`src/rtl/brpred_pkg.sv`:
```
// Purpose : shared types and 2-bit saturating counter helpers for the branch predictor.
// Latency : n/a (types, constants and a pure function only).
// Backpressure: n/a.
package brpred_pkg;

  typedef logic [1:0] sat_ctr_t;

  localparam sat_ctr_t STRONG_NT = 2'b00;
  localparam sat_ctr_t WEAK_NT   = 2'b01;
  localparam sat_ctr_t WEAK_T    = 2'b10;
  localparam sat_ctr_t STRONG_T  = 2'b11;

  // Step one position toward the resolved direction, clamping at both ends.
  function automatic sat_ctr_t sat_ctr_next(input sat_ctr_t state, input logic taken);
    sat_ctr_t nxt;
    nxt = state;
    if (taken) begin
      if (state != STRONG_T) nxt = state + 2'b01;
    end else begin
      if (state != STRONG_NT) nxt = state - 2'b01;
    end
    return nxt;
  endfunction

endpackage

```
`src/rtl/brpred_btb_bht_predictor_if.sv`:
```
// Purpose : fetch-side lookup and execute-side update bundle of the branch predictor.
// Latency : n/a (wires only).
// Backpressure: none; every update with upd_val high is consumed.
// Ports: master = fetch/execute pipeline, slave = predictor.
interface brpred_btb_bht_predictor_if #(
  parameter int p_pc_nbits  = 32,
  parameter int p_ghr_nbits = 6
);
  logic                   pred_val;
  logic [p_pc_nbits-1:0]  pred_pc;
  logic                   pred_hit;
  logic                   pred_taken;
  logic [p_pc_nbits-1:0]  pred_targ;
  logic [p_ghr_nbits-1:0] pred_ghr;

  logic                   upd_val;
  logic [p_pc_nbits-1:0]  upd_pc;
  logic                   upd_taken;
  logic [p_pc_nbits-1:0]  upd_targ;
  logic [p_ghr_nbits-1:0] upd_ghr;

  modport master (
    output pred_val, pred_pc, upd_val, upd_pc, upd_taken, upd_targ, upd_ghr,
    input  pred_hit, pred_taken, pred_targ, pred_ghr
  );

  modport slave (
    input  pred_val, pred_pc, upd_val, upd_pc, upd_taken, upd_targ, upd_ghr,
    output pred_hit, pred_taken, pred_targ, pred_ghr
  );
endinterface

```
`src/rtl/brpred_sat_counter_table.sv`:
```
// Purpose : table of 2-bit saturating direction counters (BHT).
// Latency : combinational read; write lands on the next clk edge (read sees old value same cycle).
// Backpressure: none; a write is taken every cycle wr_en is high.
// Ports: clk/reset (sync, active-high), rd_idx/rd_ctr read port, wr_en/wr_idx/wr_taken train port.
module brpred_sat_counter_table
  import brpred_pkg::*;
#(
  parameter int p_entries   = 64,
  parameter int p_idx_nbits = $clog2(p_entries)
) (
  input  logic                   clk,
  input  logic                   reset,
  input  logic [p_idx_nbits-1:0] rd_idx,
  output sat_ctr_t               rd_ctr,
  input  logic                   wr_en,
  input  logic [p_idx_nbits-1:0] wr_idx,
  input  logic                   wr_taken
);

  sat_ctr_t ctr [p_entries];

  assign rd_ctr = ctr[rd_idx];

  // Reset wins over a coincident write.
  always_ff @(posedge clk) begin
    if (reset) begin
      for (int i = 0; i < p_entries; i++) ctr[i] <= WEAK_NT;
    end else if (wr_en) begin
      ctr[wr_idx] <= sat_ctr_next(ctr[wr_idx], wr_taken);
    end
  end

endmodule

```
`src/rtl/brpred_btb_bht_predictor.sv`:
```
// Purpose : direct-mapped BTB plus 2-bit counter BHT; optional gshare history (BRPRED_GSHARE_EN).
// Latency : lookup combinational (zero cycles); updates visible the cycle after upd_val.
// Backpressure: none; one resolved-branch update accepted every cycle upd_val is high.
// Ports: clk, reset (sync, active-high), bp (slave modport: pred_* lookup, upd_* training).
// Config macro: BRPRED_GSHARE_EN -- XOR global history into the BHT index; otherwise pred_ghr is 0.
module brpred_btb_bht_predictor
  import brpred_pkg::*;
#(
  parameter int p_pc_nbits    = 32,
  parameter int p_btb_entries = 16,
  parameter int p_bht_entries = 64,
  parameter int p_ghr_nbits   = 6
) (
  input  logic                      clk,
  input  logic                      reset,
  brpred_btb_bht_predictor_if.slave bp
);

  localparam int BTB_IW = $clog2(p_btb_entries);
  localparam int BHT_IW = $clog2(p_bht_entries);
  localparam int TAG_W  = p_pc_nbits - BTB_IW - 2;

  // BTB storage: only valid bits need reset, tag/target are qualified by valid.
  logic                  btb_vld  [p_btb_entries];
  logic [TAG_W-1:0]      btb_tag  [p_btb_entries];
  logic [p_pc_nbits-1:0] btb_targ [p_btb_entries];

  logic [BTB_IW-1:0]     pred_btb_idx, upd_btb_idx;
  logic [TAG_W-1:0]      pred_tag, upd_tag;
  logic [BHT_IW-1:0]     pred_hist, upd_hist;
  logic [BHT_IW-1:0]     pred_bht_idx, upd_bht_idx;
  sat_ctr_t              pred_ctr;
  logic                  hit, taken;
  logic [p_pc_nbits-1:0] seq_pc;

  assign pred_btb_idx = bp.pred_pc[BTB_IW+1:2];
  assign pred_tag     = bp.pred_pc[p_pc_nbits-1:BTB_IW+2];
  assign upd_btb_idx  = bp.upd_pc[BTB_IW+1:2];
  assign upd_tag      = bp.upd_pc[p_pc_nbits-1:BTB_IW+2];

`ifdef BRPRED_GSHARE_EN
  logic [p_ghr_nbits-1:0] ghr;
  logic [p_ghr_nbits:0]   ghr_shift;

  // Widened concat keeps the shift legal for a 1-bit history.
  assign ghr_shift = {ghr, bp.upd_taken};

  always_ff @(posedge clk) begin
    if (reset) ghr <= '0;
    else if (bp.upd_val) ghr <= ghr_shift[p_ghr_nbits-1:0];
  end

  // Training uses the history that was live when the branch was predicted.
  assign pred_hist   = BHT_IW'(ghr);
  assign upd_hist    = BHT_IW'(bp.upd_ghr);
  assign bp.pred_ghr = reset ? '0 : ghr;
`else
  logic unused_upd_ghr;
  assign unused_upd_ghr = ^bp.upd_ghr;
  assign pred_hist      = '0;
  assign upd_hist       = '0;
  assign bp.pred_ghr    = '0;
`endif

  logic unused_upd_pc_lo;
  assign unused_upd_pc_lo = ^bp.upd_pc[1:0];

  assign pred_bht_idx = bp.pred_pc[BHT_IW+1:2] ^ pred_hist;
  assign upd_bht_idx  = bp.upd_pc[BHT_IW+1:2] ^ upd_hist;

  brpred_sat_counter_table #(
    .p_entries   (p_bht_entries),
    .p_idx_nbits (BHT_IW)
  ) u_bht (
    .clk      (clk),
    .reset    (reset),
    .rd_idx   (pred_bht_idx),
    .rd_ctr   (pred_ctr),
    .wr_en    (bp.upd_val),
    .wr_idx   (upd_bht_idx),
    .wr_taken (bp.upd_taken)
  );

  // Not-taken resolutions leave the BTB alone; taken ones allocate or retarget.
  always_ff @(posedge clk) begin
    if (reset) begin
      for (int i = 0; i < p_btb_entries; i++) btb_vld[i] <= 1'b0;
    end else if (bp.upd_val && bp.upd_taken) begin
      btb_vld[upd_btb_idx] <= 1'b1;
    end
  end

  always_ff @(posedge clk) begin
    if (!reset && bp.upd_val && bp.upd_taken) begin
      btb_tag[upd_btb_idx]  <= upd_tag;
      btb_targ[upd_btb_idx] <= bp.upd_targ;
    end
  end

  // Lookup reads pre-update state; there is deliberately no write bypass.
  assign seq_pc = bp.pred_pc + p_pc_nbits'(4);
  assign hit    = !reset && bp.pred_val && btb_vld[pred_btb_idx]
                  && (btb_tag[pred_btb_idx] == pred_tag);
  assign taken  = hit && pred_ctr[1];

  assign bp.pred_hit   = hit;
  assign bp.pred_taken = taken;
  assign bp.pred_targ  = taken ? btb_targ[pred_btb_idx] : seq_pc;

endmodule

```
`src/flat_wrapper.sv`:
```
// flat-port wrapper written by rule: the top's interface ports become plain ports
module brpred_btb_bht_predictor_flat import brpred_pkg::*;
#(
  parameter int p_pc_nbits    = 32,
  parameter int p_btb_entries = 16,
  parameter int p_bht_entries = 64,
  parameter int p_ghr_nbits   = 6
)
  (clk, reset, bp_pred_val, bp_pred_pc, bp_upd_val, bp_upd_pc, bp_upd_taken, bp_upd_targ, bp_upd_ghr, bp_pred_hit, bp_pred_taken, bp_pred_targ, bp_pred_ghr);
  brpred_btb_bht_predictor_if #(.p_pc_nbits(p_pc_nbits), .p_ghr_nbits(p_ghr_nbits)) bp_i ();
  input  logic clk;
  input  logic reset;
  input wire logic [$bits(bp_i.pred_val)-1:0] bp_pred_val;
  input wire logic [$bits(bp_i.pred_pc)-1:0] bp_pred_pc;
  input wire logic [$bits(bp_i.upd_val)-1:0] bp_upd_val;
  input wire logic [$bits(bp_i.upd_pc)-1:0] bp_upd_pc;
  input wire logic [$bits(bp_i.upd_taken)-1:0] bp_upd_taken;
  input wire logic [$bits(bp_i.upd_targ)-1:0] bp_upd_targ;
  input wire logic [$bits(bp_i.upd_ghr)-1:0] bp_upd_ghr;
  output wire logic [$bits(bp_i.pred_hit)-1:0] bp_pred_hit;
  output wire logic [$bits(bp_i.pred_taken)-1:0] bp_pred_taken;
  output wire logic [$bits(bp_i.pred_targ)-1:0] bp_pred_targ;
  output wire logic [$bits(bp_i.pred_ghr)-1:0] bp_pred_ghr;
  assign bp_i.pred_val = bp_pred_val;
  assign bp_i.pred_pc = bp_pred_pc;
  assign bp_i.upd_val = bp_upd_val;
  assign bp_i.upd_pc = bp_upd_pc;
  assign bp_i.upd_taken = bp_upd_taken;
  assign bp_i.upd_targ = bp_upd_targ;
  assign bp_i.upd_ghr = bp_upd_ghr;
  assign bp_pred_hit = bp_i.pred_hit;
  assign bp_pred_taken = bp_i.pred_taken;
  assign bp_pred_targ = bp_i.pred_targ;
  assign bp_pred_ghr = bp_i.pred_ghr;
  brpred_btb_bht_predictor #(.p_pc_nbits(p_pc_nbits), .p_btb_entries(p_btb_entries), .p_bht_entries(p_bht_entries), .p_ghr_nbits(p_ghr_nbits)) u_core (.clk(clk), .reset(reset), .bp(bp_i));
endmodule
```
`config.mk`:
```
export PLATFORM = sky130hd
export DESIGN_NAME = brpred_btb_bht_predictor_flat
export DESIGN_NICKNAME = d
export VERILOG_FILES = /design/src/rtl/brpred_pkg.sv /design/src/rtl/brpred_btb_bht_predictor_if.sv /design/src/rtl/brpred_sat_counter_table.sv /design/src/rtl/brpred_btb_bht_predictor.sv /design/src/flat_wrapper.sv
export SDC_FILE = /design/constraint.sdc
export NUM_CORES = 1
export LEC_CHECK = 0
export BUFFER_PORTS_ARGS = -buffer_cell sky130_fd_sc_hd__buf_2
export CAP_MARGIN = 20
export CORE_MARGIN = 2
export CORE_UTILIZATION = 60
export DETAILED_ROUTE_END_ITERATION = 8
export PLACE_DENSITY = 0.78
export SYNTH_ARGS = -nofsm -noshare
export SYNTH_HDL_FRONTEND = slang
export SYNTH_SLANG_ARGS = --single-unit
```
`constraint.sdc`:
```
create_clock -name clk -period 5.6 [get_ports clk]
set_input_delay 0.84 -clock clk [delete_from_list [all_inputs] [get_ports clk]]
set_output_delay 0.84 -clock clk [all_outputs]
set_load 0.03 [all_outputs]
```
==> impl_metrics.json, run 1 <==
{
  "post-route-period-util_pct": 94.4,
  "hold_depth": 2,
  "drt_wl_total_um": 111000,
  "peakVddDrop_uv": 295,
  "clock-root-buffer": "clkbuf_16",
  "final_area_sq_um": 50000,
  "crit_start": "bp_pred_pc[2]",
  "p_per_area_nw_per_um2": 334,
  "drive_gt1_share_pct": 28.0,
  "r2r_end": "u_core.u_bht.ctr[40][0]",
  "synth_cell_types": 73,
  "worstPathArrival_ns": 4.45,
  "wire_per_inst_um": 31.4,
  "ys_seq_elements": 1072,
  "holdBufCountCts": 0,
  "setup_tns_ns": 0,
  "critical_path.most_common_cell": "buf_4",
  "cts_resized": 0,
  "start_util_pct": 60.4,
  "cts_sinks": 1072,
  "start_kind": "input pin",
  "hp-class": "reg -> reg",
  "syn_to_final_growth_pct": 11.9,
  "finalClockSkew_ns": 0.0179,
  "r2r_cells": 7,
  "final_common_cell": "edfxtp_1",
  "synthFlopType": "edfxtp_1",
  "grt_use_total_pct": 28.9,
  "num_vias": 23900,
  "syn-cell-area_sq_um": 44700,
  "final-hold-violation-count": 0,
  "gp_congestion": 0.893,
  "h-tree-depth": 3,
  "drt_pass1_iterations": 7,
  "worstPathMaxFanout": 50,
  "rrSetupSlack_ns": 2.28,
  "cts_buffer_depth": 3,
  "hold_end": "u_core.btb_vld[1]",
  "outcome": "finished clean",
  "regArea_sq_um": 32000,
  "use_met1_pct": 39.2,
  "ant_nets": 0,
  "rows": 100,
  "ys_warn_count": 0,
  "dpl.cell_count": 3327,
  "grtUsageMet3_pct": 5.74,
  "ioPinCount": 147,
  "critPathMaxStageDelay_ns": 0.61,
  "fillers": 4568,
  "vias_per_cell": 6.78,
  "fin_cells": 3528,
  "min_from": "u_core.btb_vld[1]",
  "dieHeight_um": 277,
  "grt_max_degree": 124,
  "path_cells": "buf_8 > buf_4 > mux4_2 > mux2_2 > a21oi_1 > a41oi_1 > a2111oi_2 > nand4_4 > buf_4 > mux2_4 > buf_2",
  "use_met2_pct": 46.9,
  "cap_viol_max_count": 0,
  "die_x_um": 277,
  "synth-edff-count": 1056,
  "cts.clk_slew.worst_paths_ns": 0.06,
  "cts_tree": "built",
  "cp-end-kind": "output pin",
  "synth-seq-area-share_pct": 71.6,
  "io_buffers": 132,
  "setup_viol_count_final": 0,
  "critPathKind": "in -> out",
  "dp_hpwl_um": 62600,
  "clkLatencyLatePin_ns": 0.66,
  "cts_setup_buffers": 0,
  "dieArea_sq_um": 76700,
  "critPathSlowestCell": "mux4_2",
  "grt_pass1_vias": 24200,
  "postSynthAreaPerCell_sq_um": 19.4,
  "power.leakage_uw": 0.0162,
  "max_slew_margin_pct": 28.6,
  "postLayoutSetupSlackWorst_ns": 0.314,
  "drtIter0Drc": 3414,
  "period_needed_ns": 5.29,
  "core_area_sq_um": 74100,
  "maxSlewViolCount": 0,
  "r2r_start": "u_core.u_bht.ctr[44][1]",
  "drc": 0,
  "async_flop_share_pct": 0,
  "multi_input_area_sq_um": 11800,
  "worstPathRequired_ns": 4.76,
  "busiest_layer": "met2",
  "final_nets": 2572,
  "grt_pass1_wl_um": 161000,
  "grt_overflow": 0,
  "synthCells": 2309,
  "placed_cell_area_sq_um": 46700,
  "dp_slack_ns": 0.335,
  "worst_pin_slew_ns": 1.07,
  "max_freq_mhz": 189,
  "final_cell_mix": "edfxtp_1, mux4_2, buf_2",
  "antenna_found_initial": 18,
  "cts_buffers": 103,
  "rsz0062_at_grt": "no"
}
## synth_stat cells (20+ instances only)
library cell / count / area [sq um]
nor2_1: 92 / 345
edfxtp_1: 1056 / 31700
buf_1: 23 / 86.3
buf_4: 20 / 150
mux4_2: 287 / 6460
mux2i_1: 102 / 1020
nand2_1: 90 / 338
nand2b_1: 62 / 388
nor3_1: 23 / 115
clkbuf_1: 77 / 289
inv_1: 32 / 120
nand3_1: 83 / 415
mux2_4: 28 / 420
buf_2: 26 / 130
xnor2_1: 34 / 298
o22ai_1: 21 / 131
## how the worst max path moves through the flow
stage	to	slack, ns	cells past startpoint
2_1_floorplan	u_core.btb_tag[11][0]	0.56	6
3_3_place_gp	bp_pred_targ[11]	0.39	11
3_5_place_dp	bp_pred_targ[10]	0.33	11
4_1_cts	bp_pred_targ[10]	0.30	11
5_1_grt	bp_pred_targ[10]	0.11	12
6_report	bp_pred_targ[10]	0.31	11
## power by group
group	leakage, uW	internal [uW]	total (uW)	switching [uW]
clock network	0.00159	3810	6720	2910
registers	0.00960	8880	8900	24.2
logic	0.00498	414	1070	656
## worst max-delay path, delay by kind of cell
| kind | cells | cell delay, ns |
|---|---|---|
| buffers and inverters | 4 | 1.25 |
| multiplexers | 3 | 1.25 |
| AO/OA/AOI/OAI | 3 | 0.81 |
| AND/OR/NAND/NOR | 1 | 0.22 |
## through the flow
stage | total power, uW | utilization, % | hold slack [ns]
detailed placement | 10100 | 63.1 | 0.464
finish | 16700 | 67.6 | 0.476
CTS | 16700 | 67.5 | 0.472
global route | 17100 | 67.5 | 0.496
floorplan | 9740 | - | 0.437
global placement | 10100 | 63.1 | 0.443
## layer usage
metal  routed length, um  up-vias
met1               40500    12300
met2               55100     1628
met4                4020       16
li1                    -     9733
met3               11100      259
met5                  96        -
## registers in the layout, indices dropped and copies added, names as in the netlist
register,flops
u_core.btb_tag,416
u_core.btb_targ,512
u_core.btb_vld,16
u_core.u_bht.ctr,128
## cell type report
type | instances | share of cell area [%]
timing repair buffer | 212 | 3.15
sequential | 1072 | 64.0
multi-input combinational | 1041 | 23.6
inverter | 34 | 0.260
antenna | 10 | 0.0500
tap | 969 | 2.42
clock inverter | 55 | 0.985
clock buffer | 135 | 5.53
## cell families (layout without fill, tap and decap cells)
| kind of cell | Yosys count | count (layout) | synth area share (%) |
|---|---|---|---|
| muxes | 430 | 430 | 18.0 |
| adders and majority gates | 3 | 3 | 0.0728 |
| and+or+nand+nor | 416 | 416 | 4.67 |
| other | 1 | 16 | 0.00839 |
| xor gates and xnor gates | 45 | 45 | 0.882 |
| buffers and inverters | 201 | 436 | 2.33 |
| DFF | 1072 | 1072 | 71.6 |
| AOI/OAI and AO/OA | 141 | 141 | 2.38 |
Power figures use the tool's default switching activity.
==> run 2: changes to the inputs <==
- RECOVER_POWER: unset -> 50
==> run 2 against run 1 <==
  * The run now ends with max-capacitance violations, max-slew violations left
  * Count of clock-buffer cells in the layout unchanged
  * Clock power about the same
  * Sequential share of layout area up 0.19 points
  * Sequential cell count unchanged
  * Clock skew down 0.0077 ns
  * Fmax down 0.71%
  * Cell area down 0.29%
  * Routed wire length down 0.37%
  * Non-clock buffer count unchanged
  * Setup slack worse by 0.038 ns
  * Via count about the same
  * Critical path type unchanged
==> impl_metrics.json, run 2 (synthesis results as in run 1) <==
{
  "crit_cells": 11,
  "hold_depth": 2,
  "final_common_cell": "edfxtp_1",
  "seq_power_share_pct": 53.4,
  "critPathMaxStageDelay_ns": 0.61,
  "core_area_sq_um": 74100,
  "start_util_pct": 60.4,
  "path_cells": "buf_8 > buf_4 > mux4_2 > mux2_2 > a21oi_1 > a41oi_1 > a2111oi_2 > nand4_4 > buf_4 > mux2_4 > buf_2",
  "cp-end-kind": "output pin",
  "hp-class": "reg -> reg",
  "worst_pin_slew_ns": 2.14,
  "cts_tree": "built",
  "final_nets": 2572,
  "p_sw_uw": 3570,
  "cts_setup_buffers": 0,
  "peakVddDrop_uv": 296,
  "grt_use_total_pct": 28.9,
  "holdBufCountCts": 0,
  "max_slew_margin_pct": -42.8,
  "cts_sinks": 1072,
  "rsz0062_at_grt": "no",
  "power.leakage_uw": 0.0160,
  "drt_pass1_iterations": 6,
  "worstPathMaxFanout": 50,
  "reg.largest.list": "u_core.btb_targ x512, u_core.btb_tag x416, u_core.u_bht.ctr x128",
  "final-hold-violation-count": 0,
  "fillers": 4610,
  "cts_resized": 0,
  "clkLatencyLatePin_ns": 0.66,
  "num_vias": 23900,
  "grt_max_degree": 124,
  "ant_nets": 0,
  "clkPwrFrac_pct": 40.2,
  "critPathKind": "in -> out",
  "clock-root-buffer": "clkbuf_16",
  "vias_per_cell": 6.78,
  "drc": 0,
  "largest_register": "u_core.btb_targ",
  "finalClockSkew_ns": 0.0102,
  "rows": 100,
  "internal-power_uw": 13100,
  "largest_reg_flops": 512,
  "cap_viol_max_count": 5,
  "p_total_uw": 16700,
  "gp_congestion": 0.893,
  "drive_gt1_share_pct": 25.3,
  "worstPathRequired_ns": 4.76,
  "grt_pass1_vias": 24200,
  "critPathSlowestCell": "a2111oi_2",
  "swShare_pct": 21.4,
  "post-route-period-util_pct": 95.1,
  "drt_wl_total_um": 110000,
  "multi_input_area_sq_um": 11800,
  "drtIter0Drc": 3253,
  "wire_per_inst_um": 31.3,
  "postLayoutSetupSlackWorst_ns": 0.276,
  "cts.clk_slew.worst_paths_ns": 0.06,
  "worstPathArrival_ns": 4.48,
  "crit_buf_inv": 4,
  "critical_path.most_common_cell": "buf_4",
  "p_per_area_nw_per_um2": 334,
  "dp_slack_ns": 0.335,
  "max_freq_mhz": 188,
  "violations": "max-capacitance violations, max-slew violations",
  "h-tree-depth": 3,
  "final_cell_mix": "edfxtp_1, mux4_2, clkbuf_16",
  "period_needed_ns": 5.32,
  "regArea_sq_um": 32000,
  "ioPinCount": 147,
  "die_x_um": 277,
  "cts_buffer_depth": 3,
  "setup_tns_ns": 0,
  "cp_top_family": "buffers and inverters",
  "syn_to_final_growth_pct": 11.6,
  "maxSlewViolCount": 158,
  "dieArea_sq_um": 76700,
  "outcome": "finished, violations left",
  "grt_overflow": 0,
  "grt_pass1_wl_um": 161000,
  "r2r_cells": 7,
  "dieHeight_um": 277,
  "io_buffers": 132,
  "setup_viol_count_final": 0,
  "cts_buffers": 103,
  "dp_hpwl_um": 62600,
  "p_comb_share_pct": 6.4,
  "start_kind": "input pin",
  "antenna_found_initial": 14
}
==> run 2: final cells by class <==
type	instances	area share (%)
antenna	10	0.0502
tap	969	2.43
sequential	1072	64.2
multi-input combinational	1041	23.6
clock inverter	55	0.988
inverter	34	0.261
clock buffer	135	5.55
timing repair buffer	212	2.93
==> run 2: final timing paths <==
path | to | slack, ns | from
worst min-delay path | u_core.btb_vld[1] | 0.48 | u_core.btb_vld[1]
worst min register to register | u_core.btb_vld[1] | 0.48 | u_core.btb_vld[1]
worst max-delay path | bp_pred_targ[10] | 0.28 | bp_pred_pc[2]
worst max register to register | u_core.u_bht.ctr[40][0] | 2.20 | u_core.u_bht.ctr[44][1]
==> run 2: power by group through the flow <==
stage	combinational [uW]	clock, uW	sequential [uW]
2_1_floorplan	681	0	9060
3_3_place_gp	1020	0	9060
3_5_place_dp	1050	0	9070
4_1_cts	1060	6780	8900
5_1_grt	1110	7070	8900
6_report	1060	6700	8900
==> run 2: stage by stage <==
stage	std cells	instance area, sq um	hold WS [ns]	util [%]
detailed placement	3327	46700	0.464	63.1
floorplan	2314	44700	0.437	-
global placement	3327	46700	0.443	63.1
finish	3528	49900	0.477	67.4
global route	3522	49900	0.496	67.3
CTS	3517	50000	0.472	67.5
==> run 2: layer usage <==
| metal | wire length (um) | part of all wire, % | up-vias | track usage, % |
|---|---|---|---|---|
| met5 | 69 | 0.063 | - | 0 |
| met4 | 4060 | 3.7 | 12 | 11.7 |
| met3 | 11100 | 10 | 267 | 5.74 |
| met2 | 54700 | 50 | 1536 | 46.9 |
| met1 | 40400 | 37 | 12400 | 39.2 |
| li1 | - | - | 9735 | - |
==> run 2: worst min-delay path, delay by kind of cell (launching register included) <==
kind	cells	cell delay (ns)
AOI/OAI and AO/OA	1	0.07
buffers and inverters	1	0.05
DFF	1	0.31
